<file path="src/rtl/sync_arbiter_pkg.sv">
// Shared types and constants for the sync_arbiter strobe/handshake arbiter.
package sync_arbiter_pkg;

    typedef enum logic [1:0] {
        IDLE   = 2'd0,
        STROBE = 2'd1,
        DONE   = 2'd2
    } state_t;

    localparam int MAX_CHANNELS = 8;

endpackage

</file>
<file path="src/rtl/sync_arbiter_rr_picker.sv">
// Combinational round-robin picker: first requesting channel at or after
// `start`, wrapping around to channel 0.
module rr_picker #(
    parameter int CHANNELS = 2,
    parameter int GW       = 1
) (
    input  logic [CHANNELS-1:0] req,
    input  logic [GW-1:0]       start,
    output logic                valid,
    output logic [GW-1:0]       idx
);

    always_comb begin
        valid = 1'b0;
        idx   = '0;
        // First pass covers start..top, second pass wraps from channel 0.
        for (int j = 0; j < CHANNELS; j++) begin
            if (!valid && req[j] && (j >= int'(start))) begin
                valid = 1'b1;
                idx   = GW'(j);
            end
        end
        for (int j = 0; j < CHANNELS; j++) begin
            if (!valid && req[j]) begin
                valid = 1'b1;
                idx   = GW'(j);
            end
        end
    end

endmodule

</file>
<file path="src/rtl/sync_arbiter.sv">
// Multi-channel strobe/done handshake arbiter (IDLE -> STROBE -> DONE).
// Define SYNC_ARBITER_FIXED_PRIORITY_EN for lowest-index-wins arbitration.
module sync_arbiter
    import sync_arbiter_pkg::*;
#(
    parameter int CHANNELS      = 2,
    parameter int STROBE_CYCLES = 1
) (
    input  logic                                    clk,
    input  logic                                    reset,
    input  logic [CHANNELS-1:0]                     pending,
    output logic [CHANNELS-1:0]                     strobe,
    output logic [CHANNELS-1:0]                     done,
    output logic [((CHANNELS > 1) ? $clog2(CHANNELS) : 1)-1:0] grant,
    output logic                                    busy
);

    localparam int GW = (CHANNELS > 1) ? $clog2(CHANNELS) : 1;
    localparam int CW = $clog2(STROBE_CYCLES + 1);

    state_t              state_q, state_n;
    logic [CW-1:0]       cnt_q, cnt_n;
    logic [GW-1:0]       grant_q, grant_n;
    logic [CHANNELS-1:0] strobe_q, strobe_n;
    logic [CHANNELS-1:0] done_q, done_n;
    logic                busy_q, busy_n;
    logic                pick_valid;
    logic [GW-1:0]       pick_idx;

`ifdef SYNC_ARBITER_FIXED_PRIORITY_EN
    always_comb begin
        pick_valid = 1'b0;
        pick_idx   = '0;
        for (int j = CHANNELS - 1; j >= 0; j--) begin
            if (pending[j]) begin
                pick_valid = 1'b1;
                pick_idx   = GW'(j);
            end
        end
    end
`else
    logic [GW-1:0] ptr_q;

    rr_picker #(
        .CHANNELS (CHANNELS),
        .GW       (GW)
    ) u_picker (
        .req   (pending),
        .start (ptr_q),
        .valid (pick_valid),
        .idx   (pick_idx)
    );

    // Search restarts just past the channel most recently granted.
    always_ff @(posedge clk) begin
        if (reset) begin
            ptr_q <= '0;
        end else if (state_q == IDLE && pick_valid) begin
            ptr_q <= (pick_idx == GW'(CHANNELS - 1)) ? '0 : pick_idx + GW'(1);
        end
    end
`endif

    always_comb begin
        state_n = state_q;
        cnt_n   = cnt_q;
        grant_n = grant_q;
        case (state_q)
            IDLE: begin
                if (pick_valid) begin
                    state_n = STROBE;
                    grant_n = pick_idx;
                    cnt_n   = CW'(STROBE_CYCLES - 1);
                end
            end
            STROBE: begin
                if (cnt_q == '0) state_n = DONE;
                else             cnt_n   = cnt_q - CW'(1);
            end
            DONE: begin
                if (!pending[grant_q]) state_n = IDLE;
            end
            default: state_n = IDLE;
        endcase
        // Outputs are decoded from the next state so they leave a flop.
        strobe_n = (state_n == STROBE) ? (CHANNELS'(1) << grant_n) : '0;
        done_n   = (state_n == DONE)   ? (CHANNELS'(1) << grant_n) : '0;
        busy_n   = (state_n != IDLE);
    end

    always_ff @(posedge clk) begin
        if (reset) begin
            state_q  <= IDLE;
            cnt_q    <= '0;
            grant_q  <= '0;
            strobe_q <= '0;
            done_q   <= '0;
            busy_q   <= 1'b0;
        end else begin
            state_q  <= state_n;
            cnt_q    <= cnt_n;
            grant_q  <= grant_n;
            strobe_q <= strobe_n;
            done_q   <= done_n;
            busy_q   <= busy_n;
        end
    end

    assign strobe = strobe_q;
    assign done   = done_q;
    assign grant  = grant_q;
    assign busy   = busy_q;

endmodule

</file>
<file path="config.mk">
export PLATFORM = sky130hd
export DESIGN_NAME = sync_arbiter
export DESIGN_NICKNAME = d
export VERILOG_FILES = /design/src/rtl/sync_arbiter_pkg.sv /design/src/rtl/sync_arbiter_rr_picker.sv /design/src/rtl/sync_arbiter.sv
export SDC_FILE = /design/constraint.sdc
export NUM_CORES = 1
export LEC_CHECK = 0
export BUFFER_PORTS_ARGS = -buffer_cell sky130_fd_sc_hd__buf_2
export CORE_AREA = 5 5 42 44
export CTS_CLUSTER_DIAMETER = 30
export CTS_CLUSTER_SIZE = 12
export DETAILED_ROUTE_END_ITERATION = 10
export DIE_AREA = 0 0 47 49
export GPL_TIMING_DRIVEN = 0
export PLACE_DENSITY_LB_ADDON = 0.3
export SLEW_MARGIN = 20
export SYNTH_ARGS = -nofsm -noshare
export SYNTH_HDL_FRONTEND = slang
export SYNTH_SLANG_ARGS = --single-unit
</file>
<file path="constraint.sdc">
create_clock -name clk -period 2.35 [get_ports clk]
set_input_delay 0.1175 -clock clk [delete_from_list [all_inputs] [get_ports clk]]
set_output_delay 0.1175 -clock clk [all_outputs]
set_load 0.03 [all_outputs]
</file>
Word level (Yosys, flattened, before mapping) --
Cells that the tools add are included.
Operators by class: bitwise gates (word level) 2, reductions and logical operators 14, multiplexer cells 19, shift operators 1, add/subtract/negate cells 2, eq/ne operators 5, order comparisons 2
Operators with widths (count):
- 1-bit 2-to-1 mux | 14
- 2-bit 2-to-1 mux | 3
- 2-bit case mux with 3 select lines | 1
- 1-bit logical AND | 5
- 2-bit by 1-bit == test with 1-bit output (second input constant) | 2
- 2-bit == test (second input constant) | 2
- 2-bit nonzero test | 2
- 2-bit OR reduction | 2
- 1-bit zero test | 3
- 2-bit zero test | 1
- 1-bit by 2-bit less-than comparator with 1-bit output (second input constant) | 1
- 2-bit inequality test (second input constant) | 1
- 1-bit NOT | 2
- 1-bit case mux with 2 select lines | 1
- 2-bit AND reduction | 1
- 1-bit by 1-bit << shifter with 2-bit output (first input constant) | 1
- 1-bit adder (second input constant) | 1
- 1-bit greater-or-equal comparator (first input constant) | 1
- 1-bit subtractor (second input constant) | 1
Storage, ports and cells: output and inout bits 6, word-level logic and storage cells 52, bits of input ports 4, flip-flop bits (word level) 10

Depth between registers and ports, before layout --
Gate-level depths: netlist of the first run.
word-level depth 17, gate-level depth with buffers 3, depth with buffers taken out 3

By module --
A second synthesis of the first run with hierarchy kept.
Unflattened totals: cell total of the unflattened synthesis 29, area, all modules 314.1 µm²
Modules (own cells, without submodules):
- sync_arbiter | sequential area each 180.2 µm², area an instance 296.5 µm², cells each 26, instances 1
- rr_picker | sequential area each 0.0 µm², area an instance 17.5 µm², cells each 3, instances 1

Worst setup path before layout of the first run --
No wires, ideal clock.
path kind register to register, start point register grant_q, in the netlist grant, end point register busy_q, in the netlist busy, library setup time 0.127 ns, path buffers 0, period minus slack after synthesis 1.271 ns, path slack 1.079 ns, stages on the path, launching flop included 4, data required time 2.223 ns, data arrival time 1.144 ns, cell sequence dfxtp_1 > mux2_2 > a21oi_2 > nand2_1
On the way: cells in the longest elaborated chain, start to end 5
RTL lines:
- start, declared | line sync_arbiter.sv:23 | logic [GW-1:0] grant_q, grant_n;
- start signal, assigned | line sync_arbiter.sv:102 | grant_q <= grant_n;
- 1-bit 2-to-1 mux (implied by the code) (2 in series) | line sync_arbiter.sv:81 | if (!pending[grant_q]) state_n = IDLE;
- 2-bit 2-to-1 mux | line sync_arbiter.sv:81
- 2-bit case mux with 3 select lines | line sync_arbiter.sv:68 | case (state_q)
- 2-bit nonzero test | line sync_arbiter.sv:88 | busy_n = (state_n != IDLE);
- end signal, assigned | line sync_arbiter.sv:105 | busy_q <= busy_n;
- end, declared | line sync_arbiter.sv:26 | logic busy_q, busy_n;
Every way passes these cells. The select of a mux whose other input is x is not followed. A chain may end at the register's enable or synchronous reset.

Worst setup path after layout of the first run --
Same ends and word-level chain as after synthesis.

==> out/metrics.yaml, run 1 <==
synthAdderAreaFrac_pct: 0
rsz_0062_raised_after_global_routing: "false"
proportion_of_layout_cells_with_a_drive_suffix_above_1_pct: 42.9
multiInputGateArea_um2: 130
cts_inserted_buffers: 3
status: "finished, final reports clean"
synthDominantAreaCellType: "sky130_fd_sc_hd__dfxtp_1"
design.core.area_mm2: 0.00140
routed_wire_length_per_instance_um: 9.59
synth-simple-area-share_pct: 26.0
global_route.overflow_total: 0
setup-tns-final_ns: 0
power_density_mw_per_mm2: 862
hold_path.startpoint: "reset"
synth_cell_types: 14
worst_slew_pin_slew_ns: 0.457
antenna_cells_inserted: 0
final_min_period_over_clock_period_pct: 49.1
vdd.ir_drop.worst_v: 0.000351
area_overhead_of_the_layout_relative_to_synthesis_pct: 28.7
clkSlewWorstSetupHoldPaths_ns: 0.05
initial_core_util_pct: 22.7
finalHoldViolCount: 0
synth_warnings: 0
power_leakage_nw: 0.191
end_kind: "register"
synth-seq-area-share_pct: 56.7
synth.ff_latch_count: 9
critPathLaunch: "grant$_SDFF_PP0_"
netlist_instances: 29
cts_setup_buffers: 0
numPortBuffers: 9
layout.nets: 47
post-synth-top-area-fraction_pct: 56.7
dr_total_vias: 241
fillers: 161
grt_pass1_vias: 231
timing_max_transition_violations_final: 0
synthMuxAreaShare_pct: 3.54
antenna_violations_before_repair: 0
drt_pass1_iterations: 3
cts_root_buf: "sky130_fd_sc_hd__clkbuf_4"
yosys.area_share.xor_xnor_pct: 0
grt_start_max_net_pins: 6
crit_required_ns: 2.48
wl_um: 556
syn-cell-area_um2: 318
cts-htree-levels: 1
post_cts_resized: 0
timing.fmax_ghz: 0.866
layout_min_cycle_time_ns: 1.15
number_of_design_rule_violations_left_after_detail_routing: 0
post-route-util_pct: 29.2
worst_hold_path_type: "input pin to register"
dr.first_iter.drc_count: 5
postRouteAntennaNets: 0
crit_fanout: 4
clk_latency_ns: 0.25
die_width_um: 47
seq_area_um2: 180
syn-num-nets: 33
startpoint_of_the_lowest_slack_register_to_register_path: "grant$_SDFF_PP0_"
timing.final.setup_violations: 0
clock_sink_count: 9
synth_top_family_by_area: "simple AND/OR/NAND/NOR gates"
avgSynthCellArea_um2: 11.0
synth_top_cells_by_area: "sky130_fd_sc_hd__dfxtp_1 (57%), sky130_fd_sc_hd__nor3b_2 (7.9%), sky130_fd_sc_hd__nor2_1 (4.7%), sky130_fd_sc_hd__nor3b_1 (4.7%), sky130_fd_sc_hd__o2bb2ai_2 (4.7%)"
die_height_um: 49
synth_compound_area_share_pct: 11.4
routabilityCongestion: 0.687
fp.dieArea_mm2: 0.00230
cts.path.max_buffers: 2
critPathLaunchType: "register"
avgViaCountPerCell: 4.16
cts-hold-fix-buffers: 0
timing_worst_setup_path_type: "register to register"
tritoncts: "yes"
io-pin-count: 10
drv_cap: 0
grt_pass1_wl_um: 959
relSlewSlack_pct: 69.2
grtUsageTotal_pct: 6.14
fin_worst_skew_ns: 0.00159
number_of_core_rows: 14
cp_data_arrival_time_ns: 1.28
-- state kept, by name (all words and copies together), names as in the netlist --
signal,flops
state_q,2
done,2
strobe,2
grant,1
busy,1
ptr_q,1
-- report_power, final --
part | switching [W] | internal [W]
sequential | 0.00000986 | 0.000168
combinational | 0.0000402 | 0.0000240
clock | 0.0000460 | 0.0000649
total | 0.0000961 | 0.000257
-- placed cells by master (no fill, tap or decap) --
cell type / synthesis / final
sky130_fd_sc_hd__nor2b_2: 1 / 1
sky130_fd_sc_hd__o21ai_0: 1 / 1
sky130_fd_sc_hd__clkbuf_1: 0 / 1
sky130_fd_sc_hd__nor2b_1: 1 / 1
sky130_fd_sc_hd__dfxtp_1: 9 / 9
sky130_fd_sc_hd__o2bb2ai_2: 1 / 1
sky130_fd_sc_hd__a21oi_2: 1 / 1
sky130_fd_sc_hd__nor3b_1: 2 / 2
sky130_fd_sc_hd__nor3_1: 1 / 1
sky130_fd_sc_hd__clkbuf_4: 0 / 3
sky130_fd_sc_hd__inv_1: 2 / 2
sky130_fd_sc_hd__a211oi_1: 1 / 1
sky130_fd_sc_hd__nand2_1: 2 / 2
sky130_fd_sc_hd__nor3b_2: 2 / 2
sky130_fd_sc_hd__nor2_1: 4 / 4
sky130_fd_sc_hd__mux2_2: 1 / 1
sky130_fd_sc_hd__buf_2: 0 / 9
-- routing by layer --
layer / vias to the layer above / wire, um / share of wire (%) / track usage [%]
li1: 124 / - / - / -
met1: 104 / 250 / 45 / 6.65
met2: 11 / 238 / 43 / 7.92
met3: 2 / 47 / 8.5 / 3.69
met4: 0 / 19 / 3.4 / 5.53
met5: - / 0 / 0 / 0
-- synth_stat cells (all sizes together) --
library cell and instances:
a21oi 1, a211oi 1, nor3 1, nor2b 2, nor3b 4, inv 2
mux2 1, o21ai 1, nor2 4, nand2 2, o2bb2ai 1, dfxtp 9
-- worst paths after layout --
kind,slack [ns],end,depth (start not counted)
max,1.20,busy$_SDFF_PP0_,3
min,0.09,grant$_SDFF_PP0_,2
max reg2reg,1.20,busy$_SDFF_PP0_,3
min reg2reg,0.48,ptr_q$_SDFFE_PP0P_,1
-- final cells by class --
| class | instances | share of cell area, % |
|---|---|---|
| Clock buffer | 4 | 6.42 |
| Inverter | 2 | 1.83 |
| Multi-Input combinational cell | 18 | 31.8 |
| Sequential cell | 9 | 44.0 |
| Tap cell | 16 | 4.89 |
| Timing Repair Buffer | 9 | 11.0 |
-- cells by family (layout without fill, tap and decap cells) --
| kind of cell | after synthesis | after routing |
|---|---|---|
| buf+inv | 2 | 15 |
| mux | 1 | 1 |
| flops | 9 | 9 |
| simple gates | 13 | 13 |
| compound gates | 4 | 4 |
-- worst max-delay path, cell delays in order (launching register included) --
cell                      delay, ns
sky130_fd_sc_hd__dfxtp_1       0.39
sky130_fd_sc_hd__mux2_2        0.36
sky130_fd_sc_hd__a21oi_2       0.22
sky130_fd_sc_hd__nand2_1       0.07
-- through the flow --
step / std cells / total power [W] / setup WS [ns] / instance area, um^2 / hold slack (ns)
after floorplan: 29 / 0.000227 / 1.08 / 318 / 0.190
after global placement: 54 / 0.000245 / 1.19 / 383 / 0.356
after detailed placement: 54 / 0.000246 / 1.19 / 383 / 0.357
after CTS: 58 / 0.000359 / 1.18 / 409 / 0.0862
after global routing: 58 / 0.000378 / 1.13 / 409 / 0.0860
final: 58 / 0.000353 / 1.20 / 409 / 0.0921
No activity file was read; power rests on OpenSTA's default activity.
==> run 2: changes to the inputs <==
==> constraint.sdc (replaced) <==
create_clock -name clk -period 1.1 [get_ports clk]
set_input_delay 0.055 -clock clk [delete_from_list [all_inputs] [get_ports clk]]
set_output_delay 0.055 -clock clk [all_outputs]
set_load 0.03 [all_outputs]
==> out/metrics.yaml, run 2 (same netlist as run 1, synthesis figures left out) <==
status: "finished, final reports clean"
grt_pass1_vias: 249
slowest_delay_ns: 0.36
io-pin-count: 10
clk_latency_ns: 0.25
cts-htree-levels: 1
timing_max_transition_violations_final: 0
cts_inserted_buffers: 3
grt_pass1_wl_um: 993
crit_required_ns: 1.24
grt_start_max_net_pins: 6
clock_sink_count: 9
commonest_non_fill_non_tap_cell_in_the_layout: "sky130_fd_sc_hd__buf_2"
cts_root_buf: "sky130_fd_sc_hd__clkbuf_4"
timing.final.setup_violations: 0
postRouteAntennaNets: 0
routed_wire_length_per_instance_um: 10.4
drv_cap: 0
layout_min_cycle_time_ns: 1.05
fin_worst_skew_ns: 0.00119
die_height_um: 49
initial_core_util_pct: 22.7
r2r.worst_path.cells: 3
cp_slowest_cell: "sky130_fd_sc_hd__dfxtp_4"
wl_um: 604
hold_path_depth: 2
startpoint_of_the_lowest_slack_register_to_register_path: "grant$_SDFF_PP0_"
antenna_violations_before_repair: 0
final_min_period_over_clock_period_pct: 95.1
relSlewSlack_pct: 76.9
avgViaCountPerCell: 4.09
end_kind: "register"
clkSlewWorstSetupHoldPaths_ns: 0.06
post-route-util_pct: 31.0
dr_total_vias: 237
timing.fmax_ghz: 0.956
power_leakage_nw: 0.201
critPathLaunchType: "register"
drt_pass1_iterations: 1
worst_hold_path_type: "input pin to register"
worst_slew_pin_slew_ns: 0.344
dr.first_iter.drc_count: 0
cts.path.max_buffers: 2
dp_hpwl_um: 474
number_of_design_rule_violations_left_after_detail_routing: 0
hold_path.startpoint: "reset"
design.core.area_mm2: 0.00140
power_density_mw_per_mm2: 1770
critical_path.cell_chain: "mux2_4 > a21oi_4 > nor2_1"
layout.nets: 47
cts_setup_buffers: 0
numPortBuffers: 9
rsz_0062_raised_after_global_routing: "false"
mostFrequentLayoutCells: "sky130_fd_sc_hd__buf_2 (9), sky130_fd_sc_hd__dfxtp_1 (8), sky130_fd_sc_hd__nor3b_2 (4), sky130_fd_sc_hd__nor2_1 (4), sky130_fd_sc_hd__clkbuf_4 (3)"
crit_fanout: 4
fp.dieArea_mm2: 0.00230
vdd.ir_drop.worst_v: 0.000569
die_width_um: 47
tritoncts: "yes"
routabilityCongestion: 0.608
finalHoldViolCount: 0
cts-hold-fix-buffers: 0
critPathLaunch: "grant$_SDFF_PP0_"
global_route.overflow_total: 0
area_overhead_of_the_layout_relative_to_synthesis_pct: 36.6
grtUsageTotal_pct: 6.42
antenna_cells_inserted: 0
number_of_core_rows: 14
timing_worst_setup_path_type: "register to register"
cp_data_arrival_time_ns: 1.18
setup-tns-final_ns: 0
proportion_of_layout_cells_with_a_drive_suffix_above_1_pct: 50.0
run 2: area by class of cell:
class,instances,area [um^2]
clock buffers,4,26.3
fillers,161,967
inverters,2,7.51
multi-input cells,18,151
flip-flops and latches,9,184
well taps,16,20.0
repair buffers,9,45.0
run 2: critical path: cells and delay by family, from the launching register on:
kind	cells	cell delay, ns
AOI/OAI and AO/OA	1	0.19
DFF	1	0.36
muxes	1	0.31
and+or+nand+nor	1	0.07
run 2: through the flow:
step	hold WS (ns)	instance area (um^2)	total power, W	cells	setup WS (ns)
finish	0.0393	434	0.000769	58	0.0540
detailed placement	0.281	394	0.000532	54	0.00982
floorplan	0.118	329	0.000489	29	0.0118
global route	0.0355	434	0.000821	58	0.00985
CTS	0.0226	425	0.000778	58	0.0181
global placement	0.281	394	0.000530	54	0.0238
run 2: worst paths after layout:
path                             end  slack [ns]
hold / removal      grant$_SDFF_PP0_        0.04
setup / recovery  done[1]$_SDFF_PP0_        0.05
hold reg to reg   ptr_q$_SDFFE_PP0P_        0.48
setup reg to reg  done[1]$_SDFF_PP0_        0.05
run 2: where the power goes:
| group | switching (W) | internal (W) | total (W) |
|---|---|---|---|
| registers | 0.0000222 | 0.000358 | 0.000381 |
| clock network | 0.000101 | 0.000139 | 0.000240 |
| logic | 0.0000916 | 0.0000568 | 0.000148 |
| total | 0.000215 | 0.000554 | 0.000769 |
run 2: timing repair:
| action | CTS | global route |
|---|---|---|
| pin swaps | 0 | 1 |
| hold endpoints to repair | 0 | 0 |
| setup endpoints to repair | 1 | 4 |
| gates resized for setup | 1 | 3 |
run 2: layer usage:
layer | GRT usage [%] | routed length (um) | share of wire (%)
met5 | 0 | 0 | 0
met1 | 4.65 | 224 | 37
met3 | 4.43 | 24 | 4.0
met4 | 2.76 | 0 | 0
met2 | 11.8 | 355 | 59
==> run 3: changes to the inputs <==
==> constraint.sdc (replaced) <==
create_clock -name clk -period 1.25 [get_ports clk]
set_input_delay 0.0625 -clock clk [delete_from_list [all_inputs] [get_ports clk]]
set_output_delay 0.0625 -clock clk [all_outputs]
set_load 0.03 [all_outputs]
==> out/metrics.yaml, run 3 (same netlist as run 1, synthesis figures left out) <==
met2_layer_usage_reported_by_global_route_pct: 8.14
critPathLaunchType: "register"
postRouteAntennaNets: 0
post_cts_resized: 0
area_overhead_of_the_layout_relative_to_synthesis_pct: 29.1
cts_inserted_buffers: 3
crit_fanout: 4
timing_max_transition_violations_final: 0
global_route_met3_utilization_pct: 4.43
drv_cap: 0
layout_min_cycle_time_ns: 1.10
cts_setup_buffers: 0
power_leakage_nw: 0.191
timing_worst_setup_path_type: "register to register"
layout.nets: 47
timing.fmax_ghz: 0.910
commonest_non_fill_non_tap_cell_in_the_layout: "sky130_fd_sc_hd__buf_2"
multiInputGateArea_um2: 130
cts.path.max_buffers: 2
drt_pass1_iterations: 2
fin_worst_skew_ns: 0.00362
number_of_design_rule_violations_left_after_detail_routing: 0
grt_start_max_net_pins: 6
die_height_um: 49
routed_wire_length_per_instance_um: 9.29
dr_total_vias: 244
grt_util_met1_pct: 7.73
fp.dieArea_mm2: 0.00230
fillers: 163
grt_pass1_wl_um: 1030
number_of_core_rows: 14
worst_slew_pin_slew_ns: 0.418
clock_sink_count: 9
antenna_cells_inserted: 0
finalHoldViolCount: 0
design.core.area_mm2: 0.00140
proportion_of_layout_cells_with_a_drive_suffix_above_1_pct: 45.2
seq_area_um2: 181
relSlewSlack_pct: 71.9
avgViaCountPerCell: 4.21
rsz_0062_raised_after_global_routing: "false"
routabilityCongestion: 0.695
tritoncts: "yes"
cts_root_buf: "sky130_fd_sc_hd__clkbuf_4"
numPortBuffers: 9
status: "finished, final reports clean"
power_density_mw_per_mm2: 1640
initial_core_util_pct: 22.7
grt_pass1_vias: 244
vdd.ir_drop.worst_v: 0.000725
mostFrequentLayoutCells: "sky130_fd_sc_hd__buf_2 (9), sky130_fd_sc_hd__dfxtp_1 (8), sky130_fd_sc_hd__nor2_1 (4)"
global_route.overflow_total: 0
grtUsageTotal_pct: 6.70
dp_hpwl_um: 424
die_width_um: 47
cts-hold-fix-buffers: 0
cp_data_arrival_time_ns: 1.24
cts-htree-levels: 1
dr.first_iter.drc_count: 2
clk_latency_ns: 0.26
worst_hold_slack_ns: 0.0258
grt.busiest_layer: "met2"
timing.final.setup_violations: 0
final_min_period_over_clock_period_pct: 87.9
crit_required_ns: 1.39
worst_hold_path_type: "input pin to register"
antenna_violations_before_repair: 0
wl_um: 539
io-pin-count: 10
clkSlewWorstSetupHoldPaths_ns: 0.06
setup-tns-final_ns: 0
end_kind: "register"
[run 3: cell counts in the layout (fill, tap and decap cells not counted)]
No cell type changed its count.
[run 3: metrics by stage]
stage / cells / power, W / utilization [%] / setup slack [ns] / cell area (um^2)
2_1_floorplan: 29 / 0.000427 / - / 0.0991 / 319
3_3_place_gp: 54 / 0.000462 / 27.4 / 0.137 / 384
3_5_place_dp: 54 / 0.000463 / 27.4 / 0.153 / 384
4_1_cts: 58 / 0.000687 / 29.3 / 0.139 / 410
5_1_grt: 58 / 0.000725 / 29.3 / 0.0686 / 410
6_report: 58 / 0.000672 / 29.3 / 0.152 / 410
[run 3: final cells by class]
| type | instances | area share (%) |
|---|---|---|
| sequential | 9 | 44.2 |
| multi-input combinational | 18 | 31.7 |
| timing repair buffer | 9 | 11.0 |
| clock buffer | 4 | 6.40 |
| tap | 16 | 4.88 |
| inverter | 2 | 1.83 |
[run 3: path summary, 6_finish.rpt]
path / cells past startpoint / startpoint / slack (ns) / end
worst min-delay path: 2 / reset / 0.03 / grant$_SDFF_PP0_
worst min register to register: 1 / ptr_q$_SDFFE_PP0P_ / 0.47 / ptr_q$_SDFFE_PP0P_
worst max register to register: 3 / grant$_SDFF_PP0_ / 0.15 / busy$_SDFF_PP0_
worst max-delay path: 3 / grant$_SDFF_PP0_ / 0.15 / busy$_SDFF_PP0_
[run 3: worst max-delay path, stage by stage, from the launching register on]
cell,delay [ns]
sky130_fd_sc_hd__dfxtp_2,0.36
sky130_fd_sc_hd__mux2_2,0.35
sky130_fd_sc_hd__a21oi_2,0.21
sky130_fd_sc_hd__nand2_1,0.07
[run 3: where the power goes]
part	internal, W	switching (W)	total, W	leakage, nW
sequential	0.000316	0.0000182	0.000334	0.0746
combinational	0.0000452	0.0000751	0.000120	0.102
clock	0.000123	0.0000948	0.000217	0.0150
total	0.000484	0.000188	0.000672	0.191
[run 3: per-layer routing]
layer | vias up | wire length, um
met5 | - | 0
met4 | 0 | 16
met3 | 2 | 61
met2 | 13 | 227
met1 | 104 | 234
li1 | 125 | -
